**src/rtl/alu_serial_sequencer.sv**
```systemverilog
// ---------------------------------------------------------------------------
// alu_serial_sequencer
//
// Purpose:
//   Wraps an external 1-bit combinational ALU. A WIDTH-bit operand pair and a
//   2-bit opcode are accepted through a valid/ready handshake. The operands
//   are fed to the ALU one bit per clock, LSB first. Each returned ALU bit is
//   shifted into a result register. The assembled WIDTH-bit result is then
//   offered downstream through a second valid/ready handshake.
//
// Ports:
//   clk        in   1      rising-edge clock
//   rst        in   1      synchronous, active-high reset
//   in_valid   in   1      operands/opcode presented
//   in_ready   out  1      high only while idle
//   in_a       in   WIDTH  operand A
//   in_b       in   WIDTH  operand B
//   in_op      in   2      ALU opcode
//   alu_a      out  1      current A bit to the ALU (0 outside SHIFT)
//   alu_b      out  1      current B bit to the ALU (0 outside SHIFT)
//   alu_op     out  2      opcode to the ALU, held for the whole operation
//   alu_out    in   1      ALU result bit for the current alu_a/alu_b/alu_op
//   res_valid  out  1      result available
//   res_ready  in   1      consumer accepts the result
//   res_data   out  WIDTH  assembled result, bit i = ALU result of bit i
//   res_zero   out  1      only with ALU_ZERO_FLAG_EN: res_data==0 while valid
//
// Configuration:
//   ALU_ZERO_FLAG_EN  when defined, adds the registered res_zero output.
// ---------------------------------------------------------------------------
module alu_serial_sequencer #(
  parameter int WIDTH = 8,
  localparam int CNT_W = $clog2(WIDTH)
) (
  input  logic             clk,
  input  logic             rst,
  input  logic             in_valid,
  output logic             in_ready,
  input  logic [WIDTH-1:0] in_a,
  input  logic [WIDTH-1:0] in_b,
  input  logic [1:0]       in_op,
  output logic             alu_a,
  output logic             alu_b,
  output logic [1:0]       alu_op,
  input  logic             alu_out,
  output logic             res_valid,
  input  logic             res_ready,
`ifdef ALU_ZERO_FLAG_EN
  output logic             res_zero,
`endif
  output logic [WIDTH-1:0] res_data
);

  typedef enum logic [1:0] {
    IDLE  = 2'd0,
    SHIFT = 2'd1,
    DONE  = 2'd2
  } state_t;

  localparam logic [CNT_W-1:0] LAST_BIT = CNT_W'(WIDTH - 1);

  state_t             state_q, state_d;
  logic [CNT_W-1:0]   cnt_q, cnt_d;
  logic [WIDTH-1:0]   sh_a_q, sh_a_d;
  logic [WIDTH-1:0]   sh_b_q, sh_b_d;
  logic [1:0]         op_q, op_d;
  logic [WIDTH-1:0]   res_q, res_d;

  // Next-state logic. In SHIFT the operand registers move right so bit 0
  // always holds the bit currently presented to the ALU. The returned bit
  // enters the result register at the MSB. After WIDTH shifts the first bit
  // has arrived at position 0. Unused state encodings fall back to IDLE.
  always_comb begin
    state_d = state_q;
    cnt_d   = cnt_q;
    sh_a_d  = sh_a_q;
    sh_b_d  = sh_b_q;
    op_d    = op_q;
    res_d   = res_q;
    case (state_q)
      IDLE: begin
        if (in_valid) begin
          sh_a_d  = in_a;
          sh_b_d  = in_b;
          op_d    = in_op;
          cnt_d   = '0;
          res_d   = '0;
          state_d = SHIFT;
        end
      end
      SHIFT: begin
        res_d  = {alu_out, res_q[WIDTH-1:1]};
        sh_a_d = {1'b0, sh_a_q[WIDTH-1:1]};
        sh_b_d = {1'b0, sh_b_q[WIDTH-1:1]};
        cnt_d  = cnt_q + CNT_W'(1);
        if (cnt_q == LAST_BIT) begin
          cnt_d   = '0;
          state_d = DONE;
        end
      end
      DONE: begin
        if (res_ready) begin
          state_d = IDLE;
        end
      end
      default: begin
        cnt_d   = '0;
        state_d = IDLE;
      end
    endcase
  end

`ifdef ALU_ZERO_FLAG_EN
  logic res_zero_q, res_zero_d;

  // The zero flag is registered together with the result. It is therefore
  // only high in the cycles where DONE presents an all-zero result.
  always_comb begin
    res_zero_d = (state_d == DONE) && (res_d == '0);
  end

  always_ff @(posedge clk) begin
    if (rst) begin
      res_zero_q <= 1'b0;
    end else begin
      res_zero_q <= res_zero_d;
    end
  end

  assign res_zero = res_zero_q;
`endif

  // State and datapath registers with synchronous reset.
  always_ff @(posedge clk) begin
    if (rst) begin
      state_q <= IDLE;
      cnt_q   <= '0;
      sh_a_q  <= '0;
      sh_b_q  <= '0;
      op_q    <= '0;
      res_q   <= '0;
    end else begin
      state_q <= state_d;
      cnt_q   <= cnt_d;
      sh_a_q  <= sh_a_d;
      sh_b_q  <= sh_b_d;
      op_q    <= op_d;
      res_q   <= res_d;
    end
  end

  // Outputs are decoded from registered state only. No handshake input or
  // alu_out can reach an output combinationally.
  assign in_ready  = (state_q == IDLE);
  assign res_valid = (state_q == DONE);
  assign alu_a     = (state_q == SHIFT) ? sh_a_q[0] : 1'b0;
  assign alu_b     = (state_q == SHIFT) ? sh_b_q[0] : 1'b0;
  assign alu_op    = op_q;
  assign res_data  = res_q;

endmodule

```
**config.mk**
```make
export PLATFORM = sky130hd
export DESIGN_NAME = alu_serial_sequencer
export DESIGN_NICKNAME = d
export VERILOG_FILES = /design/src/rtl/alu_serial_sequencer.sv
export SDC_FILE = /design/constraint.sdc
export NUM_CORES = 1
export LEC_CHECK = 0
export BUFFER_PORTS_ARGS = -buffer_cell sky130_fd_sc_hd__buf_2
export CAP_MARGIN = 15
export CORE_MARGIN = 4
export CORE_UTILIZATION = 40
export CTS_BUF_LIST = sky130_fd_sc_hd__clkbuf_4 sky130_fd_sc_hd__clkbuf_8
export CTS_CLUSTER_SIZE = 40
export DETAILED_ROUTE_END_ITERATION = 8
export PLACE_DENSITY = 0.67
export SYNTH_ARGS = -nofsm -noshare
export SYNTH_HDL_FRONTEND = slang
export SYNTH_SLANG_ARGS = --single-unit
```
**constraint.sdc**
```tcl
create_clock -name clk -period 2.1 [get_ports clk]
set_input_delay 0.21 -clock clk [delete_from_list [all_inputs] [get_ports clk]]
set_output_delay 0.21 -clock clk [all_outputs]
set_load 0.1 [all_outputs]
```
==> report_table.html <==
<table>
<tr><th>Metric</th><th>Value</th></tr>
<tr><th colspan="2">Clocking</th></tr>
<tr><td>Total number of H-tree levels</td><td>2</td></tr>
<tr><td>Post-cts gate resize count</td><td>0</td></tr>
<tr><td>Clock transition at path regs</td><td>100 ps</td></tr>
<tr><td>CTS tree</td><td>done</td></tr>
<tr><td>Number of clock sinks seen by CTS</td><td>31</td></tr>
<tr><td>Clock latency of the later-clocked register in the worst-skew pair</td><td>330 ps</td></tr>
<tr><td>Maximum buffer depth of the clock tree</td><td>2</td></tr>
<tr><td>Cts-stage hold buffer count</td><td>0</td></tr>
<tr><td>Post-CTS Setup Bufs</td><td>0</td></tr>
<tr><td>CTS Root Buffer Type</td><td>sky130_fd_sc_hd__clkbuf_4</td></tr>
<tr><td>CTS Buf Count</td><td>5</td></tr>
<tr><th colspan="2">Route</th></tr>
<tr><td>Number of design-rule violations left by the first detailed-router iteration</td><td>35</td></tr>
<tr><td>Total wire length</td><td>2.86 mm</td></tr>
<tr><td>DR vias/cell</td><td>5.00</td></tr>
<tr><td>Antenna Nets Post-Route</td><td>0</td></tr>
<tr><td>Routed vias</td><td>between 1000 and 1500</td></tr>
<tr><td>DR pass1 iterations</td><td>5</td></tr>
<tr><td>Per-cell routed wire length</td><td>~13 um</td></tr>
<tr><td>Remaining DRCs</td><td>0</td></tr>
<tr><th colspan="2">Final layout</th></tr>
<tr><td>Fraction of layout instances using a drive strength above 1</td><td>between 30% and 40%</td></tr>
<tr><td>Antenna diode count</td><td>0</td></tr>
<tr><td>Signed area change from the synthesized netlist to the final layout</td><td>20.8%</td></tr>
<tr><td>Fillcell total</td><td>313</td></tr>
<tr><td>Count of nets after finishing</td><td>~200</td></tr>
<tr><th colspan="2">STA</th></tr>
<tr><td>Unrepaired setup endpoints after global routing</td><td>no</td></tr>
<tr><td>Worst slew pin tran</td><td>595 ps</td></tr>
<tr><td>Worst clock skew on the final layout</td><td>7.91 ps</td></tr>
<tr><td>Max Freq</td><td>approximately 600 MHz</td></tr>
<tr><td>Final number of hold-violating endpoints</td><td>0</td></tr>
<tr><td>Final TNS setup</td><td>0 ps</td></tr>
<tr><td>Relative max-transition margin</td><td>60.3%</td></tr>
<tr><td>Final Cycle Share</td><td>79.0%</td></tr>
<tr><td># setup viols final</td><td>0</td></tr>
<tr><td>Final Max Tran Viols</td><td>0</td></tr>
<tr><td>Final worst path period need</td><td>1660 ps</td></tr>
<tr><th colspan="2">Synthesis</th></tr>
<tr><td>Dominant combinational cell family by area after synthesis</td><td>compound AO/OA/AOI/OAI gates</td></tr>
<tr><td>Async SR Flop Fraction</td><td>0%</td></tr>
<tr><td>Number of different library cells in the post-synthesis netlist</td><td>26</td></tr>
<tr><td>Post-synthesis sequential element count</td><td>31</td></tr>
<tr><td>Top cell type's share of synthesized area</td><td>45.4%</td></tr>
<tr><td>EDFF count, synth</td><td>0</td></tr>
<tr><td>Parity-gate share of the synthesized area counting xor and xnor cells</td><td>0%</td></tr>
<tr><td>Post-synthesis cell area</td><td>about 1400 um^2</td></tr>
<tr><td>Post-synthesis simple-gate area fraction</td><td>14.2%</td></tr>
<tr><td>Post-Syn Instances</td><td>between 100 and 150</td></tr>
<tr><td>Adder-Cell Fraction of Synth Area</td><td>1.83%</td></tr>
<tr><td>Most common cell in the synthesized netlist</td><td>sky130_fd_sc_hd__dfxtp_1</td></tr>
<tr><td>Mux cell area share after synthesis</td><td>10.3%</td></tr>
<tr><td>Yosys warnings</td><td>0</td></tr>
<tr><td>Most used DFF post-synth</td><td>sky130_fd_sc_hd__dfxtp_1</td></tr>
<tr><td>Compound-Gate Fraction of Synth Area</td><td>approximately 21%</td></tr>
<tr><td>Synth top area cells</td><td>sky130_fd_sc_hd__dfxtp_1 45%, sky130_fd_sc_hd__mux2i_1 10%, sky130_fd_sc_hd__nor2_1 6.6%, sky130_fd_sc_hd__a211oi_2 5.5%, sky130_fd_sc_hd__a22oi_1 5.5%</td></tr>
<tr><td>Biggest area consumer among synthesized cells</td><td>sky130_fd_sc_hd__dfxtp_1</td></tr>
<tr><td>Avg Synthesized Cell Area</td><td>9.97 um^2</td></tr>
<tr><td>Sequential area share after synthesis</td><td>a little under half</td></tr>
<tr><td>Synthesized net count</td><td>162</td></tr>
<tr><td>Ranking of synthesized cells by instance count</td><td>31 x sky130_fd_sc_hd__dfxtp_1, 24 x sky130_fd_sc_hd__nor2_1, 14 x sky130_fd_sc_hd__mux2i_1, 10 x sky130_fd_sc_hd__a22oi_1, 8 x sky130_fd_sc_hd__a211oi_1</td></tr>
<tr><th colspan="2">Setup path</th></tr>
<tr><td>Number of cell instances on the worst register-to-register path</td><td>4</td></tr>
<tr><td>Crit path capture type</td><td>primary output</td></tr>
<tr><td>Critical path launch point type</td><td>register</td></tr>
<tr><td>Critical Path AT</td><td>1450 ps</td></tr>
<tr><td>Setup slack, reg-to-reg</td><td>700 ps</td></tr>
<tr><td>Critical-path cell with the highest stage delay</td><td>sky130_fd_sc_hd__buf_2</td></tr>
<tr><td>Crit Reg-Reg Endpoint</td><td>sh_b_q[3]</td></tr>
<tr><td>Crit Reg-Reg Startpoint</td><td>state_q[0]</td></tr>
<tr><td>Ordered cell list for the critical path</td><td>buf_4, nor2_1, buf_2</td></tr>
<tr><td>CP required</td><td>1890 ps</td></tr>
<tr><td>CP Class</td><td>reg -&gt; out</td></tr>
<tr><td>Largest stage delay on the critical path</td><td>430 ps</td></tr>
<tr><td>Critical Path Fanout Max</td><td>9</td></tr>
<tr><th colspan="2">Place</th></tr>
<tr><td>Final GP Congestion</td><td>0.708</td></tr>
<tr><td>Port Buffer Count</td><td>36</td></tr>
<tr><td>HPWL after detailed placement</td><td>2.06 mm</td></tr>
<tr><th colspan="2">Worst hold path</th></tr>
<tr><td>End of the worst hold path</td><td>sh_a_q[7]</td></tr>
<tr><td>Path category of the worst min-delay check</td><td>in -&gt; reg</td></tr>
<tr><td>Startpoint of the most critical hold path</td><td>in_a[7]</td></tr>
<tr><td>Worst hold path cell count</td><td>3</td></tr>
<tr><th colspan="2">Pwr</th></tr>
<tr><td>Pwr Total</td><td>1.28 mW</td></tr>
<tr><td>Pwr Density</td><td>775 nW/um^2</td></tr>
<tr><td>Static leakage</td><td>0.708 nW</td></tr>
<tr><td>Peak supply drop</td><td>0.324 mV</td></tr>
<tr><th colspan="2">Floorplan</th></tr>
<tr><td>Starting utilization of the core area</td><td>43.3%</td></tr>
<tr><td>Row cnt</td><td>20</td></tr>
<tr><td>Ports placed on the boundary</td><td>37</td></tr>
<tr><td>Chip width</td><td>66.4 um</td></tr>
<tr><td>Die ar.</td><td>4410 um^2</td></tr>
<tr><td>Area of the core</td><td>3150 um^2</td></tr>
<tr><td>Die H</td><td>66.4 um</td></tr>
<tr><th colspan="2">Status</th></tr>
<tr><td>Result of the run</td><td>completed</td></tr>
<tr><th colspan="2">Job</th></tr>
<tr><td>Total of max-cap violations</td><td>0</td></tr>
<tr><th colspan="2">GRT</th></tr>
<tr><td>Via count of the first global-routing pass</td><td>around 960</td></tr>
<tr><td>Maximum number of pins on one net before global-route repair</td><td>32</td></tr>
<tr><td>Antenna violations before repair</td><td>0</td></tr>
<tr><td>First-pass GRT wire length</td><td>about 4.5 mm</td></tr>
<tr><td>Layer with the highest usage</td><td>met2</td></tr>
<tr><td>Met3 Usage GRT</td><td>6.46%</td></tr>
<tr><td>Met1 demand-to-capacity share in global routing</td><td>between 15 and 20%</td></tr>
<tr><td>Remaining global-route overflow</td><td>0</td></tr>
<tr><td>Overall track demand over capacity in global routing</td><td>a little over an eighth</td></tr>
<tr><td>M2 GR Usage</td><td>20.8%</td></tr>
</table>
-- area by class of cell --
class	instances	area [um^2]	share of cell area [%]
Tap cell	44	55.1	3.34
Clock buffer	7	65.1	3.94
Clock inverter	1	7.51	0.455
Multi-Input combinational cell	93	654	39.7
Sequential cell	31	621	37.6
Timing Repair Buffer	40	240	14.6
Inverter	2	7.51	0.455
-- stage by stage --
step                      setup slack (ps)  area, um^2  utilization [%]  hold slack, ps  std cells
after floorplan                       16.6        1370                -             283        137
after global placement                 816        1580             50.0             453        210
final                                  441        1650             52.3             105        218
after CTS                              417        1650             52.3            91.2        218
after detailed placement               711        1580             50.0             459        210
after global routing                   325        1650             52.3             105        218
-- worst max path at each step --
| stage | slack (ps) | startpoint | cells past startpoint | endpoint |
|---|---|---|---|---|
| after floorplan | 20 | state_q[0] | 3 | in_ready |
| after global placement | 820 | state_q[0] | 3 | in_ready |
| after detailed placement | 710 | state_q[0] | 4 | sh_b_q[3] |
| after CTS | 420 | state_q[0] | 3 | in_ready |
| after global routing | 330 | state_q[1] | 2 | res_valid |
| final | 440 | state_q[0] | 3 | in_ready |
-- cells by family (layout without fill, tap and decap cells) --
| family | Yosys count | after routing |
|---|---|---|
| AO/OA/AOI/OAI | 36 | 36 |
| adder cells (fa/ha/maj) | 2 | 2 |
| buffers and inverters | 13 | 50 |
| flip-flops | 31 | 31 |
| multiplexers | 14 | 14 |
| AND/OR/NAND/NOR | 41 | 41 |
-- worst max-delay path: cells and delay by family, from the launching register on --
kind          cells  cell delay, ps
flops             1             400
buf+inv           2             640
simple gates      1              80
-- state kept, by name, indices dropped and copies added, names as in the netlist --
register	cells
alu_op	2
cnt_q	3
res_data	8
sh_a_q	8
sh_b_q	8
state_q	2
-- cells in the final DEF, fill, tap and decap left out --
| cell | count |
|---|---|
| sky130_fd_sc_hd__nand2b_1 | 1 |
| sky130_fd_sc_hd__nor2_2 | 6 |
| sky130_fd_sc_hd__buf_4 | 4 |
| sky130_fd_sc_hd__a211oi_2 | 6 |
| sky130_fd_sc_hd__nor2b_1 | 1 |
| sky130_fd_sc_hd__a32oi_1 | 3 |
| sky130_fd_sc_hd__nand2_1 | 2 |
| sky130_fd_sc_hd__dfxtp_1 | 31 |
| sky130_fd_sc_hd__a211oi_1 | 8 |
| sky130_fd_sc_hd__and2_1 | 2 |
| sky130_fd_sc_hd__nor3_1 | 1 |
| sky130_fd_sc_hd__nand3b_1 | 1 |
| sky130_fd_sc_hd__nor3b_1 | 1 |
| sky130_fd_sc_hd__and2b_1 | 1 |
| sky130_fd_sc_hd__clkinvlp_4 | 1 |
| sky130_fd_sc_hd__buf_12 | 2 |
| sky130_fd_sc_hd__o21ba_1 | 1 |
| sky130_fd_sc_hd__o21bai_2 | 1 |
| sky130_fd_sc_hd__o21ai_0 | 3 |
| sky130_fd_sc_hd__a22oi_1 | 10 |
| sky130_fd_sc_hd__buf_2 | 34 |
| sky130_fd_sc_hd__nor2b_2 | 1 |
| sky130_fd_sc_hd__clkbuf_4 | 5 |
| sky130_fd_sc_hd__nor2_1 | 24 |
| sky130_fd_sc_hd__ha_1 | 2 |
| sky130_fd_sc_hd__mux2i_1 | 14 |
| sky130_fd_sc_hd__clkbuf_8 | 2 |
| sky130_fd_sc_hd__a21oi_1 | 4 |
| sky130_fd_sc_hd__inv_1 | 2 |
-- per-layer routing --
layer	part of all wire, %	up-vias
met5	0	-
met1	45	499
met4	1.8	0
li1	-	560
met3	6.7	5
met2	47	27
-- where the power goes --
group | leakage, nW | switching, mW | internal (mW)
registers | 0.255 | 0.0219 | 0.623
clock network | 0.0375 | 0.210 | 0.196
logic | 0.416 | 0.144 | 0.0849
total | 0.708 | 0.376 | 0.903
Note: power is estimated with default switching activity, not from simulation.
